==> config.mk <==
export PLATFORM = sky130hd
export DESIGN_NAME = cla_pipelined_adder_flat
export DESIGN_NICKNAME = d
export VERILOG_FILES = /design/src/rtl/cla_pipelined_adder_if.sv /design/src/rtl/cla_pipelined_adder.sv /design/src/flat_wrapper.sv
export SDC_FILE = /design/constraint.sdc
export NUM_CORES = 1
export LEC_CHECK = 0
export CAP_MARGIN = 30
export CORE_MARGIN = 2
export CORE_UTILIZATION = 50
export CTS_BUF_LIST = sky130_fd_sc_hd__clkbuf_16
export DETAILED_ROUTE_END_ITERATION = 8
export GPL_TIMING_DRIVEN = 0
export PLACE_DENSITY = 0.75
export RECOVER_POWER = 100
export SLEW_MARGIN = 20
export SYNTH_ARGS = -nofsm -noshare
export SYNTH_HDL_FRONTEND = slang
export SYNTH_SLANG_ARGS = --single-unit
==> constraint.sdc <==
create_clock -name clk -period 2 [get_ports clk]
set_clock_uncertainty 0.05 [all_clocks]
set_input_delay 0.5 -clock clk [delete_from_list [all_inputs] [get_ports clk]]
set_output_delay 0.5 -clock clk [all_outputs]
set_load 0.05 [all_outputs]
==> src/rtl/cla_pipelined_adder_if.sv <==
// Handshake bundle for cla_pipelined_adder.
// CLA_OVERFLOW_EN adds the ovf output.
interface cla_pipelined_adder_if #(
  parameter int WIDTH = 16
);
  logic             in_valid;
  logic             in_ready;
  logic [WIDTH-1:0] in1;
  logic [WIDTH-1:0] in2;
  logic             cin;
  logic             out_valid;
  logic             out_ready;
  logic [WIDTH-1:0] sum;
  logic             cout;
  logic             P_word_block;
  logic             G_word_block;
`ifdef CLA_OVERFLOW_EN
  logic             ovf;
`endif

  modport master (
    output in_valid, in1, in2, cin,
    output out_ready,
    input  in_ready, out_valid, sum,
    input  cout, P_word_block, G_word_block
`ifdef CLA_OVERFLOW_EN
    , input ovf
`endif
  );

  modport slave (
    input  in_valid, in1, in2, cin,
    input  out_ready,
    output in_ready, out_valid, sum,
    output cout, P_word_block, G_word_block
`ifdef CLA_OVERFLOW_EN
    , output ovf
`endif
  );
endinterface

==> src/rtl/cla_pipelined_adder.sv <==
// Two-stage two-level carry look-ahead adder with valid/ready.
// CLA_OVERFLOW_EN adds a registered signed-overflow output.
module cla_pipelined_adder #(
  parameter int WIDTH = 16
) (
  input  logic                 clk,
  input  logic                 rst,
  cla_pipelined_adder_if.slave io
);
  localparam int NGRP = WIDTH / 4;

  logic             s1_valid_q;
  logic [WIDTH-1:0] a_q, b_q;
  logic             cin_q;
  logic [NGRP-1:0]  pg_q, gg_q;
  logic [NGRP-1:0]  pg_d, gg_d;
  logic [WIDTH-1:0] pb, gb;

  logic             out_valid_q;
  logic [WIDTH-1:0] sum_q, sum_d;
  logic             cout_q, cout_d;
  logic             pw_q, pw_d;
  logic             gw_q, gw_d;

  logic [WIDTH-1:0] p2, g2, bc;
  logic [NGRP:0]    gc;
  logic             prod_g, acc_g;
  logic             prod_b, acc_b;

  logic             s1_load, s2_load;

  assign s2_load = !out_valid_q || io.out_ready;
  assign s1_load = !s1_valid_q || s2_load;

  always_comb begin
    pb   = io.in1 ^ io.in2;
    gb   = io.in1 & io.in2;
    pg_d = '0;
    gg_d = '0;
    for (int i = 0; i < NGRP; i++) begin
      pg_d[i] = &pb[4*i +: 4];
      gg_d[i] = gb[4*i+3]
              | (pb[4*i+3] & gb[4*i+2])
              | (pb[4*i+3] & pb[4*i+2] & gb[4*i+1])
              | (pb[4*i+3] & pb[4*i+2] & pb[4*i+1]
                 & gb[4*i]);
    end
  end

  // Each group carry is a flat sum of products, no ripple.
  always_comb begin
    gc     = '0;
    gc[0]  = cin_q;
    prod_g = 1'b1;
    acc_g  = 1'b0;
    for (int i = 0; i < NGRP; i++) begin
      prod_g = 1'b1;
      acc_g  = 1'b0;
      for (int j = i; j >= 0; j--) begin
        acc_g  = acc_g | (prod_g & gg_q[j]);
        prod_g = prod_g & pg_q[j];
      end
      gc[i+1] = acc_g | (prod_g & cin_q);
    end
    gw_d = acc_g;
    pw_d = &pg_q;
  end

  always_comb begin
    p2     = a_q ^ b_q;
    g2     = a_q & b_q;
    bc     = '0;
    prod_b = 1'b1;
    acc_b  = 1'b0;
    for (int i = 0; i < NGRP; i++) begin
      for (int k = 0; k < 4; k++) begin
        prod_b = 1'b1;
        acc_b  = 1'b0;
        for (int j = k - 1; j >= 0; j--) begin
          acc_b  = acc_b | (prod_b & g2[4*i+j]);
          prod_b = prod_b & p2[4*i+j];
        end
        bc[4*i+k] = acc_b | (prod_b & gc[i]);
      end
    end
    sum_d  = p2 ^ bc;
    cout_d = gc[NGRP];
  end

`ifdef CLA_OVERFLOW_EN
  logic ovf_q, ovf_d;
  assign ovf_d  = bc[WIDTH-1] ^ gc[NGRP];
  assign io.ovf = ovf_q;
`endif

  always_ff @(posedge clk) begin
    if (rst) begin
      s1_valid_q  <= 1'b0;
      a_q         <= '0;
      b_q         <= '0;
      cin_q       <= 1'b0;
      pg_q        <= '0;
      gg_q        <= '0;
      out_valid_q <= 1'b0;
      sum_q       <= '0;
      cout_q      <= 1'b0;
      pw_q        <= 1'b0;
      gw_q        <= 1'b0;
`ifdef CLA_OVERFLOW_EN
      ovf_q       <= 1'b0;
`endif
    end else begin
      if (s1_load) begin
        s1_valid_q <= io.in_valid;
        a_q        <= io.in1;
        b_q        <= io.in2;
        cin_q      <= io.cin;
        pg_q       <= pg_d;
        gg_q       <= gg_d;
      end
      if (s2_load) begin
        out_valid_q <= s1_valid_q;
        if (s1_valid_q) begin
          sum_q  <= sum_d;
          cout_q <= cout_d;
          pw_q   <= pw_d;
          gw_q   <= gw_d;
`ifdef CLA_OVERFLOW_EN
          ovf_q  <= ovf_d;
`endif
        end
      end
    end
  end

  assign io.in_ready     = s1_load;
  assign io.out_valid    = out_valid_q;
  assign io.sum          = sum_q;
  assign io.cout         = cout_q;
  assign io.P_word_block = pw_q;
  assign io.G_word_block = gw_q;
endmodule
==> src/flat_wrapper.sv <==
// flat-port wrapper written by rule: the top's interface ports become plain ports
module cla_pipelined_adder_flat 
#(
  parameter int WIDTH = 16
)
  (clk, rst, io_in_valid, io_in1, io_in2, io_cin, io_out_ready, io_in_ready, io_out_valid, io_sum, io_cout, io_P_word_block, io_G_word_block);
  cla_pipelined_adder_if #(.WIDTH(WIDTH)) io_i ();
  input  logic clk;
  input  logic rst;
  input wire logic [$bits(io_i.in_valid)-1:0] io_in_valid;
  input wire logic [$bits(io_i.in1)-1:0] io_in1;
  input wire logic [$bits(io_i.in2)-1:0] io_in2;
  input wire logic [$bits(io_i.cin)-1:0] io_cin;
  input wire logic [$bits(io_i.out_ready)-1:0] io_out_ready;
  output wire logic [$bits(io_i.in_ready)-1:0] io_in_ready;
  output wire logic [$bits(io_i.out_valid)-1:0] io_out_valid;
  output wire logic [$bits(io_i.sum)-1:0] io_sum;
  output wire logic [$bits(io_i.cout)-1:0] io_cout;
  output wire logic [$bits(io_i.P_word_block)-1:0] io_P_word_block;
  output wire logic [$bits(io_i.G_word_block)-1:0] io_G_word_block;
  assign io_i.in_valid = io_in_valid;
  assign io_i.in1 = io_in1;
  assign io_i.in2 = io_in2;
  assign io_i.cin = io_cin;
  assign io_i.out_ready = io_out_ready;
  assign io_in_ready = io_i.in_ready;
  assign io_out_valid = io_i.out_valid;
  assign io_sum = io_i.sum;
  assign io_cout = io_i.cout;
  assign io_P_word_block = io_i.P_word_block;
  assign io_G_word_block = io_i.G_word_block;
  cla_pipelined_adder #(.WIDTH(WIDTH)) u_core (.clk(clk), .rst(rst), .io(io_i));
endmodule
After elaboration in Yosys (flattened, before gate mapping)
Cells that the tools add are included.

Register bits: 62. Bits of input ports: 37. Output and inout port bits: 21. Logic and storage cells: 144.

Bitwise logic cells: 123. Reductions and logical operators: 10.

Operators by type and width (count): bitwise AND 1 bit (72); bitwise XOR 16 bit (3); OR 1 bit (46); AND reduction 4 bit (5); bitwise AND 16 bit (1); bitwise AND 15 bit (1); zero test 1 bit (2); logical OR 1 bit (2); AND reduction 2 bit (1).

Depth between registers and ports, before layout
Gate-level depths: netlist of the first run.

Word-level depth: 7. Gate-level depth with buffers: 6. Mapped depth without buffers: 5.

Worst setup path after synthesis of the first run
OpenSTA, ideal clock, no wires.

Path kind: register to output. Start: register u_core.out_valid_q, in the netlist u_core.io.out_valid. End: output port io_in_ready. Arrival: 1.389 ns. Data required time: 1.450 ns. Path slack: 0.061 ns. Cell stages (with the launch flop): 4. Path buffers: 1. Cells stage by stage: dfxtp_1 > and3b_1 > inv_1 > clkbuf_1.

Cells in the longest elaborated chain, start to end: 3.

RTL lines: start, declared (RTL line cla_pipelined_adder.sv:19) `logic out_valid_q;`; start signal, assigned (RTL line cla_pipelined_adder.sv:122) `out_valid_q <= s1_valid_q;`; zero test 1 bit (RTL line cla_pipelined_adder.sv:32) `assign s2_load = !out_valid_q || io.out_ready;`; logical OR 1 bit (RTL line cla_pipelined_adder.sv:32); logical OR 1 bit (RTL line cla_pipelined_adder.sv:33) `assign s1_load = !s1_valid_q || s2_load;`; end, declared (RTL line flat_wrapper.sv:15) `output wire logic [$bits(io_i.in_ready)-1:0] io_in_ready;`.

Every way passes these cells.

Final worst setup path of the first run
Start: register u_core.cin_q. End: register u_core.sum_q[9], in the netlist u_core.io.sum[9].

Cells in the longest elaborated chain, start to end: 5.

RTL lines: start, declared (RTL line cla_pipelined_adder.sv:14) `logic cin_q;`; start signal, assigned (RTL line cla_pipelined_adder.sv:117) `cin_q <= io.cin;`; bitwise AND 1 bit (RTL line cla_pipelined_adder.sv:63) `gc[i+1] = acc_g | (prod_g & cin_q);`; OR 1 bit (RTL line cla_pipelined_adder.sv:63); bitwise AND 1 bit (RTL line cla_pipelined_adder.sv:83) `bc[4*i+k] = acc_b | (prod_b & gc[i]);`; OR 1 bit (RTL line cla_pipelined_adder.sv:83); bitwise XOR 16 bit (RTL line cla_pipelined_adder.sv:86) `sum_d = p2 ^ bc;`; end signal, assigned (RTL line cla_pipelined_adder.sv:124) `sum_q <= sum_d;`; end, declared (RTL line cla_pipelined_adder.sv:20) `logic [WIDTH-1:0] sum_q, sum_d;`.

Every way passes these cells. A chain may end at the register's enable or synchronous reset.

==> flow_summary.toml, run 1 <==
[clock_tree]
htreeDepth = 3
tritoncts = "done"
clock_latency_ns = 0.33
clk_pin_slew_worst_paths_ns = 0.05
root_buffer = "clkbuf_16"
cts_buffers = 9
clock_sinks = 62
cts.path.max_buffers = 2

[run]
maxCapViolCount = 0

[placed_design]
place_area_mm2 = 0.00379
gp_congestion = 0.833
portBuffers = 56
pre_cts_ws_ns = -1.15
hpwl_um = 6190

[timing]
fin_crit_ns = 1.94
finalSetupViolCount = 0
rsz0062_at_grt = "false"
period_share_pct = 97.2
tightest_slew_ns = 0.693
worst_slack_ns = 0.0559
finalMaxSlewViolations = 0
max_freq_mhz = 514
finalHoldViolCount = 0
slew_headroom_pct = 53.8

[global_route]
grt_antenna_before_repair = 0
first_global_vias = 2750
grt_overflow = 0
grtUsageTotal_pct = 24.4
grt_pass1_wl_um = 13400
grt_max_degree = 11

[cells_and_area]
finalInstanceArea_mm2 = 0.00403
area_growth_pct = 28.6
seqCellArea_mm2 = 0.00124
multi_input_area_mm2 = 0.00178
layout-drive-gt1-share_pct = 7.13
num-fill-cells = 511
n_antenna_cell = 0
fin_nets = 513

[yosys]
ys_types = 44
syn_area_mm2 = 0.00314
synth_edf_count = 0
synth-async-reset-ratio_pct = 0
yosysWarnings = 0
synthesis.instances = 376
ys_seq_area_share_pct = 39.6
syn_nets = 445
synth_area_per_cell_um2 = 8.34
synthFlopType = "dfxtp_1"
ys_ff_latch = 62

[floorplanning]
start_util_pct = 52.3
pin_count = 58
die_h_um = 83.2
die_x_um = 83.2
die-area_mm2 = 0.00692
rows = 28
core_mm2 = 0.00599

[setup_path]
worst_setup_path_end_kind = "flop"
start_kind = "flop"
criticalPathCategory = "reg -> reg"
crit_path_frequent_cell = "a21o_2"
critPathMaxStageDelay_ns = 0.43
critPathArrivalTime_ns = 2.08
path_max_fanout = 7
crit_required_ns = 2.13
critPathSlowestCell = "fa_1"
path_cells = "a21o_2, a21o_2, fa_1, xnor2_1, a211oi_1"

[routing]
drt_pre_antenna_iters = 4
drt-initial-drc-count = 165
wl_um = 8410
drc = 0
via_per_inst = 5.61
routed-via-count = 2938
wire_per_inst_um = 16.1
ant_nets = 0

[pwr]
power_density_mw_per_mm2 = 846
p_leak_uw = 0.00177
vdd_ir_drop_max_v = 0.000506

[hold_path]
hold_class = "reg -> reg"

[outcome]
outcome = "finished, final reports clean"
-- layout by cell type, fill, tap and decap left out, types with 3 or more instances in the layout --
cell type	count
clkinv_2	3
o21ai_0	10
a21oi_1	54
nand2_1	78
dlygate4sd2_1	16
clkdlybuf4s50_1	33
a21o_2	4
ha_1	28
clkbuf_1	16
inv_1	7
buf_2	6
a21o_1	3
nor2b_1	4
nand3_1	3
nand4_1	5
xnor2_1	5
clkbuf_2	3
xor2_1	3
o21bai_1	3
nor3_1	3
fa_1	4
nand2b_1	4
clkbuf_16	9
a211oi_1	15
nor2_1	32
dfxtp_1	62
-- repair_timing --
action	in CTS	in global routing
hold buffers	0	0
pin swaps	0	0
resized for setup	27	6
setup endpoints to repair	16	6
buffers inserted	1	0
-- critical path: cells and delay by family, from the launching register on --
family                   cells  cell delay [ns]
adder cells (fa/ha/maj)      1             0.43
AO/OA/AOI/OAI                3             0.62
XOR/XNOR                     1             0.30
flip-flops                   1             0.40
-- final timing paths --
path / start / end / slack, ns / cells past startpoint
setup / recovery: u_core.cin_q / u_core.io.sum[9] / 0.06 / 5
hold / removal: u_core.io.sum[12] / u_core.io.sum[12] / 0.40 / 2
setup reg to reg: u_core.cin_q / u_core.io.sum[9] / 0.06 / 5
hold reg to reg: u_core.io.sum[12] / u_core.io.sum[12] / 0.40 / 2
-- registers in the layout (all words and copies together) (netlist names) --
signal                  cells
u_core.s1_valid_q           1
u_core.b_q                 16
u_core.a_q                 16
u_core.io.G_word_block      1
u_core.cin_q                1
u_core.io.sum              16
u_core.gg_q                 4
u_core.io.out_valid         1
u_core.pg_q                 4
u_core.io.cout              1
u_core.io.P_word_block      1
-- routing by layer --
metal	up-vias	GRT usage [%]	share of wire (%)
li1	1453	-	-
met1	1376	31.7	44
met2	98	39.1	47
met3	11	5.67	6.9
met4	0	10.3	1.7
met5	-	0	0
-- through the flow --
stage               hold WS (ns)  utilization (%)  setup TNS (ns)  total power, uW  cells
finish                     0.403             67.3               0             3410    524
global route               0.419             67.3               0             3540    524
CTS                        0.403             68.0               0             3420    524
detailed placement         0.398             63.3           -5.66             1980    507
global placement           0.391             63.3           -4.20             1960    507
floorplan                  0.386                -               0             1750    376
-- cells in the mapped netlist (all sizes together) (2+ instances only) --
library cell / instances / area (um2)
nand2: 78 / 293
dfxtp: 62 / 1240
a21oi: 54 / 270
nor2: 32 / 120
ha: 28 / 350
a211oi: 16 / 130
buf: 14 / 67.6
o21ai: 10 / 50.1
a21o: 7 / 57.6
clkbuf: 7 / 27.5
inv: 6 / 22.5
nand4: 5 / 31.3
xnor2: 5 / 43.8
fa: 4 / 80.1
nand2b: 4 / 25.0
nor2b: 4 / 25.0
and2: 3 / 18.8
nand3: 3 / 15.0
nor3: 3 / 15.0
o21bai: 3 / 22.5
xor2: 3 / 26.3
a22oi: 2 / 15.0
and4: 2 / 17.5
nand3b: 2 / 15.0
nor3b: 2 / 15.0
o211ai: 2 / 15.0
or3: 2 / 12.5
or3b: 2 / 17.5
-- where the power goes --
group	switching, uW	internal [uW]	leakage [uW]
Combinational	338	233	0.00111
Clock	527	942	0.000145
Sequential	57.7	1310	0.000513
-- kinds of logic (layout without fill, tap and decap cells) --
| logic type | after synthesis | count (layout) | share of synthesized area [%] |
|---|---|---|---|
| simple gates | 146 | 146 | 20.8 |
| compound gates | 101 | 101 | 19.9 |
| xor+xnor | 8 | 8 | 2.23 |
| flops | 62 | 62 | 39.6 |
| buf+inv | 27 | 100 | 3.75 |
| fa+ha+maj | 32 | 32 | 13.7 |
-- cell type report --
type | instances | share of cell area [%]
multi-input cells | 287 | 44.1
plain buffers | 21 | 2.48
inverters | 6 | 0.558
well taps | 75 | 2.33
flip-flops and latches | 62 | 30.8
clock inverters | 7 | 1.40
clock buffers | 9 | 5.58
repair buffers | 57 | 12.8
No activity file was read; power rests on OpenSTA's default activity.
==> inputs of run 2 (changes only) <==
--- a/config.mk
+++ b/config.mk
@@ -7,11 +7,10 @@
 export LEC_CHECK = 0
 export CAP_MARGIN = 30
 export CORE_MARGIN = 2
-export CORE_UTILIZATION = 50
+export CORE_UTILIZATION = 52
 export CTS_BUF_LIST = sky130_fd_sc_hd__clkbuf_16
 export DETAILED_ROUTE_END_ITERATION = 8
-export GPL_TIMING_DRIVEN = 0
-export PLACE_DENSITY = 0.75
+export PLACE_DENSITY = 0.77
 export RECOVER_POWER = 100
 export SLEW_MARGIN = 20
 export SYNTH_ARGS = -nofsm -noshare
==> flow_summary.toml, run 2 (same netlist as run 1, synthesis figures left out) <==
[global_route]
grt_max_degree = 29
grt_overflow = 0
grtUsageTotal_pct = 23.4
grt_antenna_before_repair = 0
first_global_vias = 2534
grt_pass1_wl_um = 11800

[setup_path]
endpoint = "io_in_ready"
critPathLaunch = "io_out_ready"
path_max_fanout = 3
r2r-end = "u_core.io.sum[9]"
worst_setup_path_end_kind = "primary output"
start_kind = "input port"
critPathArrivalTime_ns = 1.37
r2r_slack_ns = 0.19
criticalPathCategory = "in -> out"
path_cells = "clkdlybuf4s25_1, and3b_1, inv_1, clkbuf_4"
timing.rr.start = "u_core.pg_q[0]"
crit_required_ns = 1.45
critPathMaxStageDelay_ns = 0.27
r2r_cells = 5
critPathSlowestCell = "clkbuf_4"

[placed_design]
gp_congestion = 0.781
place_area_mm2 = 0.00380
hpwl_um = 5450
pre_cts_ws_ns = -0.0836
portBuffers = 57

[routing]
drc = 0
drt-initial-drc-count = 105
wl_um = 7220
drt_pre_antenna_iters = 4
routed-via-count = 2852
ant_nets = 0
via_per_inst = 5.46
wire_per_inst_um = 13.8

[floorplanning]
core_mm2 = 0.00589
rows = 28
die_x_um = 81.7
start_util_pct = 53.3
pin_count = 58
die-area_mm2 = 0.00667
die_h_um = 81.7

[outcome]
outcome = "finished, final reports clean"

[pwr]
power.switching_uw = 868
pwr-share-seq_pct = 42.5
swShare_pct = 27.0
intPower_uw = 2350
vdd_ir_drop_max_v = 0.000470
power_density_mw_per_mm2 = 816
p_leak_uw = 0.00167
combPwrFrac_pct = 17.4
p_clk_share_pct = 40.1

[timing]
rsz0062_at_grt = "false"
period_share_pct = 95.8
fin_crit_ns = 1.92
slew_headroom_pct = 27.1
max_freq_mhz = 522
finalHoldViolCount = 0
setup_tns_ns = 0
tightest_slew_ns = 1.09
finalSetupViolCount = 0
worst_slack_ns = 0.0831
finalMaxSlewViolations = 0

[cells_and_area]
area_growth_pct = 25.7
fin_nets = 512
n_antenna_cell = 0
final_cell_mix = "nand2_1, dfxtp_1, a21oi_1"
finalInstanceArea_mm2 = 0.00394
final_common_cell = "nand2_1"
layout-drive-gt1-share_pct = 7.38

[hold_path]
hold_class = "reg -> reg"

[clock_tree]
root_buffer = "clkbuf_16"
tritoncts = "done"
ctsHoldBuffers = 0
clock_sinks = 62
cts.path.max_buffers = 2
clk_pin_slew_worst_paths_ns = 0.05
cts_buffers = 9
htreeDepth = 3
clock_latency_ns = 0.32

[run]
maxCapViolCount = 0
==> run 2: cell type report <==
| cell class | count | area (um2) |
|---|---|---|
| multi-input combinational | 287 | 1780 |
| timing repair buffer | 77 | 558 |
| inverter | 6 | 22.5 |
| sequential | 62 | 1240 |
| clock inverter | 6 | 22.5 |
| clock buffer | 9 | 225 |
| fill | 504 | 1950 |
| tap | 75 | 93.8 |
==> run 2: worst max-delay path, delay by kind of cell <==
kind | cells | cell delay, ns
buf+inv | 3 | 0.67
simple gates | 1 | 0.19
==> run 2: worst min path at each step <==
stage / from / end / slack (ns) / cells past startpoint
6_report: u_core.io.sum[1] / u_core.io.sum[1] / 0.40 / 2
3_3_place_gp: u_core.io.sum[1] / u_core.io.sum[1] / 0.39 / 2
5_1_grt: u_core.io.sum[12] / u_core.io.sum[12] / 0.42 / 2
4_1_cts: u_core.io.sum[8] / u_core.io.sum[8] / 0.41 / 2
2_1_floorplan: u_core.a_q[10] / u_core.a_q[10] / 0.39 / 2
3_5_place_dp: u_core.io.sum[1] / u_core.io.sum[1] / 0.40 / 2
==> run 2: per-stage QoR <==
stage               total power [uW]  hold slack, ns  std cells  utilization, %
floorplan                       1750           0.386        376               -
global placement                1960           0.392        507            64.5
detailed placement              1970           0.399        507            64.5
CTS                             3260           0.406        522            68.9
global route                    3360           0.418        522            66.9
finish                          3220           0.401        522            66.9
==> run 2: repair_timing <==
item	CTS	global route
endpoints found under the setup margin	1	1
cloned	0	0
resized for setup	3	1
buffers inserted	0	0
==> run 2: power groups by stage <==
stage,logic [uW],clock network [uW],registers (uW)
2_1_floorplan,274,0,1470
3_5_place_dp,583,0,1390
3_3_place_gp,574,0,1390
6_report,560,1290,1370
5_1_grt,618,1370,1370
4_1_cts,589,1310,1370
==> run 2: metal layers <==
layer  track usage (%)  up-vias  wire length, um
met2              34.5       66             3220
met4              9.00        0               98
met3              5.05       13              337
met5                 0        -                0
li1                  -     1454                -
met1              33.4     1319             3560
